--- src/rtl/amp_i2c_monitor.sv ---
// amp_i2c_monitor: passive START..STOP decoder for the amplifier I2C bus.
// Optional idle-SCL watchdog is built when AMP_I2C_MON_TIMEOUT_EN is defined.
module amp_i2c_monitor #(
   parameter logic [6:0]  ADDR7       = 7'b0100000,
   parameter int unsigned TIMEOUT_CYC = 1023
) (
   input  logic       clk_in,
   input  logic       resetb,
   input  logic       scl,
   input  logic       sdao,
   input  logic       sdai,
   input  logic       clr_status,
   output logic       busy,
   output logic       frame_done,
   output logic       nack_err,
   output logic       addr_err,
   output logic       frame_err,
   output logic       timeout_err,
   output logic [7:0] xfer_cnt,
   output logic [7:0] last_byte
);

   typedef enum logic [1:0] {S_IDLE, S_START, S_BYTE, S_ACK} state_t;

   localparam logic [7:0] ADDR_BYTE = {ADDR7, 1'b0};

   state_t     state;
   logic       sda_b;
   logic [1:0] scl_sync, sda_sync;
   logic       scl_d, sda_d;
   logic       scl_s, sda_s;
   logic       scl_rise, scl_fall, start_det, stop_det;
   logic [2:0] bit_cnt;
   logic       bit_pend;
   logic [3:0] byte_idx;
   logic [7:0] shreg;

   assign sda_b = sdao & sdai;

   always_ff @(posedge clk_in or negedge resetb) begin
      if (!resetb) begin
         scl_sync <= '1;
         sda_sync <= '1;
         scl_d    <= 1'b1;
         sda_d    <= 1'b1;
      end else begin
         scl_sync <= {scl_sync[0], scl};
         sda_sync <= {sda_sync[0], sda_b};
         scl_d    <= scl_sync[1];
         sda_d    <= sda_sync[1];
      end
   end

   assign scl_s     = scl_sync[1];
   assign sda_s     = sda_sync[1];
   assign scl_rise  = scl_s & ~scl_d;
   assign scl_fall  = ~scl_s & scl_d;
   assign start_det = scl_s & scl_d & sda_d & ~sda_s;
   assign stop_det  = scl_s & scl_d & ~sda_d & sda_s;

`ifdef AMP_I2C_MON_TIMEOUT_EN
   localparam logic [9:0] WD_LIM = 10'(TIMEOUT_CYC);

   logic [9:0] wd_cnt;
   logic       wd_hit;

   always_ff @(posedge clk_in or negedge resetb) begin
      if (!resetb)
         wd_cnt <= '0;
      else if (!busy || scl_rise || scl_fall)
         wd_cnt <= '0;
      else
         wd_cnt <= wd_cnt + 10'd1;
   end

   assign wd_hit = busy && (wd_cnt == WD_LIM);
`else
   assign timeout_err = 1'b0 & (TIMEOUT_CYC == 32'd0);
`endif

   always_ff @(posedge clk_in or negedge resetb) begin
      if (!resetb) begin
         state      <= S_IDLE;
         busy       <= 1'b0;
         frame_done <= 1'b0;
         nack_err   <= 1'b0;
         addr_err   <= 1'b0;
         frame_err  <= 1'b0;
         xfer_cnt   <= '0;
         last_byte  <= '0;
         bit_cnt    <= '0;
         bit_pend   <= 1'b0;
         byte_idx   <= '0;
         shreg      <= '0;
`ifdef AMP_I2C_MON_TIMEOUT_EN
         timeout_err <= 1'b0;
`endif
      end else begin
         frame_done <= 1'b0;
         // Clear first so a flag set later in this block takes priority.
         if (clr_status) begin
            nack_err  <= 1'b0;
            addr_err  <= 1'b0;
            frame_err <= 1'b0;
            xfer_cnt  <= '0;
`ifdef AMP_I2C_MON_TIMEOUT_EN
            timeout_err <= 1'b0;
`endif
         end
         if (state != S_IDLE && stop_det) begin
            state      <= S_IDLE;
            busy       <= 1'b0;
            frame_done <= 1'b1;
            if (bit_cnt != '0)
               frame_err <= 1'b1;
            if (!clr_status && xfer_cnt != 8'hFF)
               xfer_cnt <= xfer_cnt + 8'd1;
         end
`ifdef AMP_I2C_MON_TIMEOUT_EN
         else if (wd_hit) begin
            state       <= S_IDLE;
            busy        <= 1'b0;
            timeout_err <= 1'b1;
         end
`endif
         else begin
            case (state)
               S_IDLE: begin
                  if (start_det) begin
                     state    <= S_START;
                     busy     <= 1'b1;
                     bit_cnt  <= '0;
                     bit_pend <= 1'b0;
                     byte_idx <= '0;
                  end
               end
               S_START: state <= S_BYTE;
               S_BYTE, S_ACK: begin
                  if (start_det) begin
                     if (bit_cnt != '0)
                        frame_err <= 1'b1;
                     bit_cnt  <= '0;
                     bit_pend <= 1'b0;
                     byte_idx <= '0;
                     state    <= S_START;
                  end else if (state == S_BYTE) begin
                     // Bits are sampled on the rise but only counted on the
                     // following fall, so the SCL rise that precedes a STOP or
                     // repeated START does not look like a stray data bit.
                     if (scl_rise) begin
                        shreg    <= {shreg[6:0], sda_s};
                        bit_pend <= 1'b1;
                     end else if (scl_fall && bit_pend) begin
                        bit_pend <= 1'b0;
                        if (bit_cnt == 3'd7) begin
                           bit_cnt <= '0;
                           state   <= S_ACK;
                        end else begin
                           bit_cnt <= bit_cnt + 3'd1;
                        end
                     end
                  end else if (scl_rise) begin
                     if (sda_s)
                        nack_err <= 1'b1;
                     if (byte_idx == '0 && shreg != ADDR_BYTE)
                        addr_err <= 1'b1;
                     last_byte <= shreg;
                     if (byte_idx != 4'hF)
                        byte_idx <= byte_idx + 4'd1;
                     state <= S_BYTE;
                  end
               end
               default: state <= S_IDLE;
            endcase
         end
      end
   end

endmodule

--- config.mk ---
export PLATFORM = sky130hd
export DESIGN_NAME = amp_i2c_monitor
export DESIGN_NICKNAME = d
export VERILOG_FILES = /design/src/rtl/amp_i2c_monitor.sv
export SDC_FILE = /design/constraint.sdc
export NUM_CORES = 1
export LEC_CHECK = 0
export ABC_AREA = 1
export BUFFER_PORTS_ARGS = -buffer_cell sky130_fd_sc_hd__buf_2
export CORE_UTILIZATION = 62
export CTS_CLUSTER_DIAMETER = 100
export DETAILED_ROUTE_END_ITERATION = 10
export GPL_ROUTABILITY_DRIVEN = 0
export HOLD_SLACK_MARGIN = 0.06
export PLACE_DENSITY = 0.84
export SLEW_MARGIN = 20
export SYNTH_ARGS = -nofsm -noshare
export SYNTH_HDL_FRONTEND = slang
export SYNTH_SLANG_ARGS = --single-unit
--- constraint.sdc ---
create_clock -name clk_in -period 2.4 [get_ports clk_in]
set_clock_uncertainty 0.1 [all_clocks]
set_input_delay 0.24 -clock clk_in [delete_from_list [all_inputs] [get_ports clk_in]]
set_output_delay 0.24 -clock clk_in [all_outputs]
set_load 0.01 [all_outputs]
==> summary.md <==
| Metric | Value |
|---|---|
| Outcome | `finished clean` |
| CTS root buffer | `sky130_fd_sc_hd__clkbuf_8` |
| Grt total ovfl | `0` |
| Fraction of layout instances using a drive strength above 1 | `23.6%` |
| Total power of the final layout | `about 2.5 mW` |
| Commonest non-fill, non-tap cell in the layout | `sky130_fd_sc_hd__nand2_1` |
| NumNets Final | `between 300 and 400` |
| Min Tclk post-route | `around 1700 ps` |
| Htree depth | `2` |
| RSZ-0062 raised after global routing | `no` |
| Crit path top cell by count | `sky130_fd_sc_hd__nand2_1` |
| Longest Clk Path Bufs | `2` |
| Final hold viol count | `0` |
| Count of boundary I/O pins | `28` |
| Top post-synthesis cells by area | `sky130_fd_sc_hd__dfrtp_1, sky130_fd_sc_hd__nand2_1, sky130_fd_sc_hd__dfstp_2` |
| Post-detailed-route DRC marker count | `0` |
| Die outline width | `63.3 um` |
| Vertical die dimension | `about 63 um` |
| Core Rows | `21` |
| Critical path buffer and inverter count | `1` |
| Dpl hpwl | `3060 um` |
| Mapped Area | `approximately 2300 um2` |
| Switching fraction of total power | `between 30 and 40%` |
| Launching element type of the critical path | `register` |
| DP Worst Slack | `approximately 750 ps` |
| Post-Synthesis Cells | `277` |
| Setup repair bufs after CTS | `0` |
| Worst Hold Slack | `about 260 ps` |
| Worst Slack Setup Final | `roughly 660 ps` |
| Yosys synthesis warning count | `0` |
| Yosys top cell area share | `41.8%` |
| List of cells traversed by the critical path | `ha_1 -> nand2_1 -> nor2_2 -> nand2_1 -> nand2_1 -> inv_1 -> nand2_1 -> nand2_1 -> nand2_1 -> nand2_1` |
| Most used cells in the layout excluding fill and tap cells | `sky130_fd_sc_hd__nand2_1, sky130_fd_sc_hd__dfrtp_1, sky130_fd_sc_hd__inv_1` |
| Final setup violation count | `0` |
| Cell with the biggest individual delay on the critical path | `sky130_fd_sc_hd__dfrtp_1` |
| Number of max-slew violations in the final report | `0` |
| Number of port buffers | `26` |
| CTS tree | `built` |
| Fraction of the cycle the final worst path needs | `between 70% and 80%` |
| Core Region | `3470 um2` |
| Maximum number of pins on one net before global-route repair | `44` |
| Leakage | `between 1 and 1.5 nW` |
| Detailed-router iteration count before antenna repair | `4` |
| Family of cells with the greatest summed delay on the critical path | `simple AND/OR/NAND/NOR gates` |
| Peak Freq | `about 0.58 GHz` |
| Max stage delay on crit path | `between 400 and 500 ps` |
| Peak fanout along the critical path | `6` |
| Synth Area per Inst | `roughly 8.4 um2` |
| Clock buffer count from CTS | `5` |
| Post-synthesis net count | `~290` |
| Area of combinational cells with multiple inputs | `a little over 1000 um2` |
| Clock latency at the later pin of the worst-skew pair | `approximately 300 ps` |
| Antenna Cells | `0` |
| Sequential cell fraction of total power | `between 40% and 50%` |
| Total number of clock tree sinks | `between 40 and 50` |
| Initial drt markers | `about 140` |
| P_int | `between 1.5 and 2 mW` |
| Launching point of the worst reg2reg path | `xfer_cnt[0]$_DFF_PN0_` |
| Clock transition at the registers of the reported paths | `approximately 90 ps` |
| Seq/Total Area, Yosys | `48.6%` |
| Critical path launch point | `xfer_cnt[0]$_DFF_PN0_` |
| Post-DR vias/cell | `about 5.3` |
| Sum of negative setup slack | `0 ps` |
| Filler instances | `roughly 250` |
| Final core occ | `76.6%` |
| Data arrival at the endpoint of the critical path | `1840 ps` |
| Biggest area consumer among synthesized cells | `sky130_fd_sc_hd__dfrtp_1` |
| Max Cap Violations | `0` |
| Routed length per instance | `between 10 and 15 um` |
| HP Start | `scl_sync[0]$_DFF_PN1_` |
| Initial antenna violation count | `0` |
| Net Switching | `about 910 uW` |
| Library cells used by synthesis | `30` |
| Antenna-violating nets left | `0` |
| Overall global routing resource usage | `between 20% and 30%` |
| Type of the worst min-delay path | `reg -> reg` |
| CTS Hold Bufs | `4` |
| Worst setup path category | `reg -> reg` |
| Part of the total power dissipated in the clock network | `a little under a quarter` |
| WP data required | `approximately 2500 ps` |
| Worst Setup End Kind | `register` |
| Detailed Route WL | `around 4400 um` |
| Total power per unit cell area | `approximately 930 nW/um2` |
| Via count of the first global-routing pass | `approximately 1.8k` |
| Number of gates given a new drive strength after cts | `0` |
| Floorplan die area | `4010 um2` |
| Max-Slew Margin vs Limit | `between 30 and 40%` |
| Wire length of the first global-routing pass | `8080 um` |
| Peak supply drop | `about 0.52 mV` |
| Detailed-route via count | `about 1.9k` |
| Area Growth Syn to Fin | `13.9%` |
| Number of synthesized register bits | `45` |
| Initial core utilization | `about 67%` |
| Slew at the pin closest to its max-slew limit | `between 900 and 1000 ps` |
| Combinational fraction of design power | `between 30% and 40%` |
| Register cell area after layout | `1130 um2` |
==> sequential cells by signal (all words and copies together) (netlist names) <==
register,flops
sda_d,1
frame_err,1
bit_cnt,3
frame_done,1
byte_idx,4
sda_sync,2
scl_d,1
busy,1
bit_pend,1
nack_err,1
xfer_cnt,8
shreg,8
scl_sync,2
last_byte,8
addr_err,1
state,2
==> through the flow <==
stage / instance area [um2] / instances
after floorplan: 2330 / 277
after CTS: 2660 / 359
after global placement: 2500 / 347
after global routing: 2660 / 359
after detailed placement: 2500 / 347
final: 2660 / 359
==> synth_stat cells <==
master	count
sky130_fd_sc_hd__nor2_4	6
sky130_fd_sc_hd__nand3_1	20
sky130_fd_sc_hd__dfrtp_1	39
sky130_fd_sc_hd__dfstp_2	6
sky130_fd_sc_hd__nand2_1	86
sky130_fd_sc_hd__xor2_1	3
sky130_fd_sc_hd__nor4_1	1
sky130_fd_sc_hd__a21oi_1	3
sky130_fd_sc_hd__inv_1	31
sky130_fd_sc_hd__nand2_4	2
sky130_fd_sc_hd__clkbuf_1	1
sky130_fd_sc_hd__ha_1	6
sky130_fd_sc_hd__conb_1	1
sky130_fd_sc_hd__o211ai_1	2
sky130_fd_sc_hd__buf_4	3
sky130_fd_sc_hd__nor3_1	3
sky130_fd_sc_hd__inv_2	3
sky130_fd_sc_hd__nand4_1	6
sky130_fd_sc_hd__nand2_2	7
sky130_fd_sc_hd__nand4_4	1
sky130_fd_sc_hd__o21ai_2	8
sky130_fd_sc_hd__nor2_2	2
sky130_fd_sc_hd__a31oi_1	1
sky130_fd_sc_hd__o21ai_0	8
sky130_fd_sc_hd__nor2_1	16
sky130_fd_sc_hd__nand3_4	1
sky130_fd_sc_hd__or2_2	1
sky130_fd_sc_hd__a21oi_2	1
sky130_fd_sc_hd__buf_6	1
sky130_fd_sc_hd__o21ai_1	8
==> cell families after synthesis <==
kind of cell	after synthesis	synth area share (%)
AND/OR/NAND/NOR	152	31.4
flip-flops	45	48.6
buffers and inverters	39	7.08
AO/OA/AOI/OAI	31	8.37
adder cells (fa/ha/maj)	6	3.22
XOR/XNOR	3	1.13
other	1	0.161
==> layout make-up <==
| class | instances | share of cell area, % |
|---|---|---|
| clock buffers | 6 | 2.73 |
| inverters | 34 | 4.80 |
| multi-input cells | 193 | 38.9 |
| flip-flops and latches | 45 | 42.7 |
| clock inverters | 2 | 1.46 |
| well taps | 46 | 2.17 |
| repair buffers | 33 | 7.25 |
==> worst register-to-register path, delay by kind of cell (launching register included) <==
| family | cells | cell delay (ps) |
|---|---|---|
| DFF | 1 | 440 |
| buffers and inverters | 1 | 100 |
| and+or+nand+nor | 8 | 750 |
| adders and majority gates | 1 | 250 |
==> metal layers <==
metal  track usage, %  routed length, um
met1             31.8               1990
met2             44.3               2170
met3             5.98                205
met4             8.52                 42
met5                0                  0
==> power groups by stage <==
stage / Clock (mW) / Sequential, mW / Combinational [mW]
final: 0.569 / 1.12 / 0.794
after global routing: 0.606 / 1.15 / 0.926
after CTS: 0.575 / 1.12 / 0.802
after detailed placement: 0 / 1.13 / 0.794
after global placement: 0 / 1.12 / 0.766
after floorplan: 0 / 1.14 / 0.576
==> path summary, 6_finish.rpt <==
path                                             to  slack (ps)  cells past startpoint
max                           xfer_cnt[7]$_DFF_PN0_         660                     10
min in group asynchronous  last_byte[3]$_DFFE_PN0P_         500                      2
max in group asynchronous     scl_sync[0]$_DFF_PN1_        1010                      3
min                           scl_sync[1]$_DFF_PN1_         260                      0
max reg2reg                   xfer_cnt[7]$_DFF_PN0_         660                     10
min reg2reg                   scl_sync[1]$_DFF_PN1_         260                      0
Note: power is estimated with default switching activity, not from simulation.
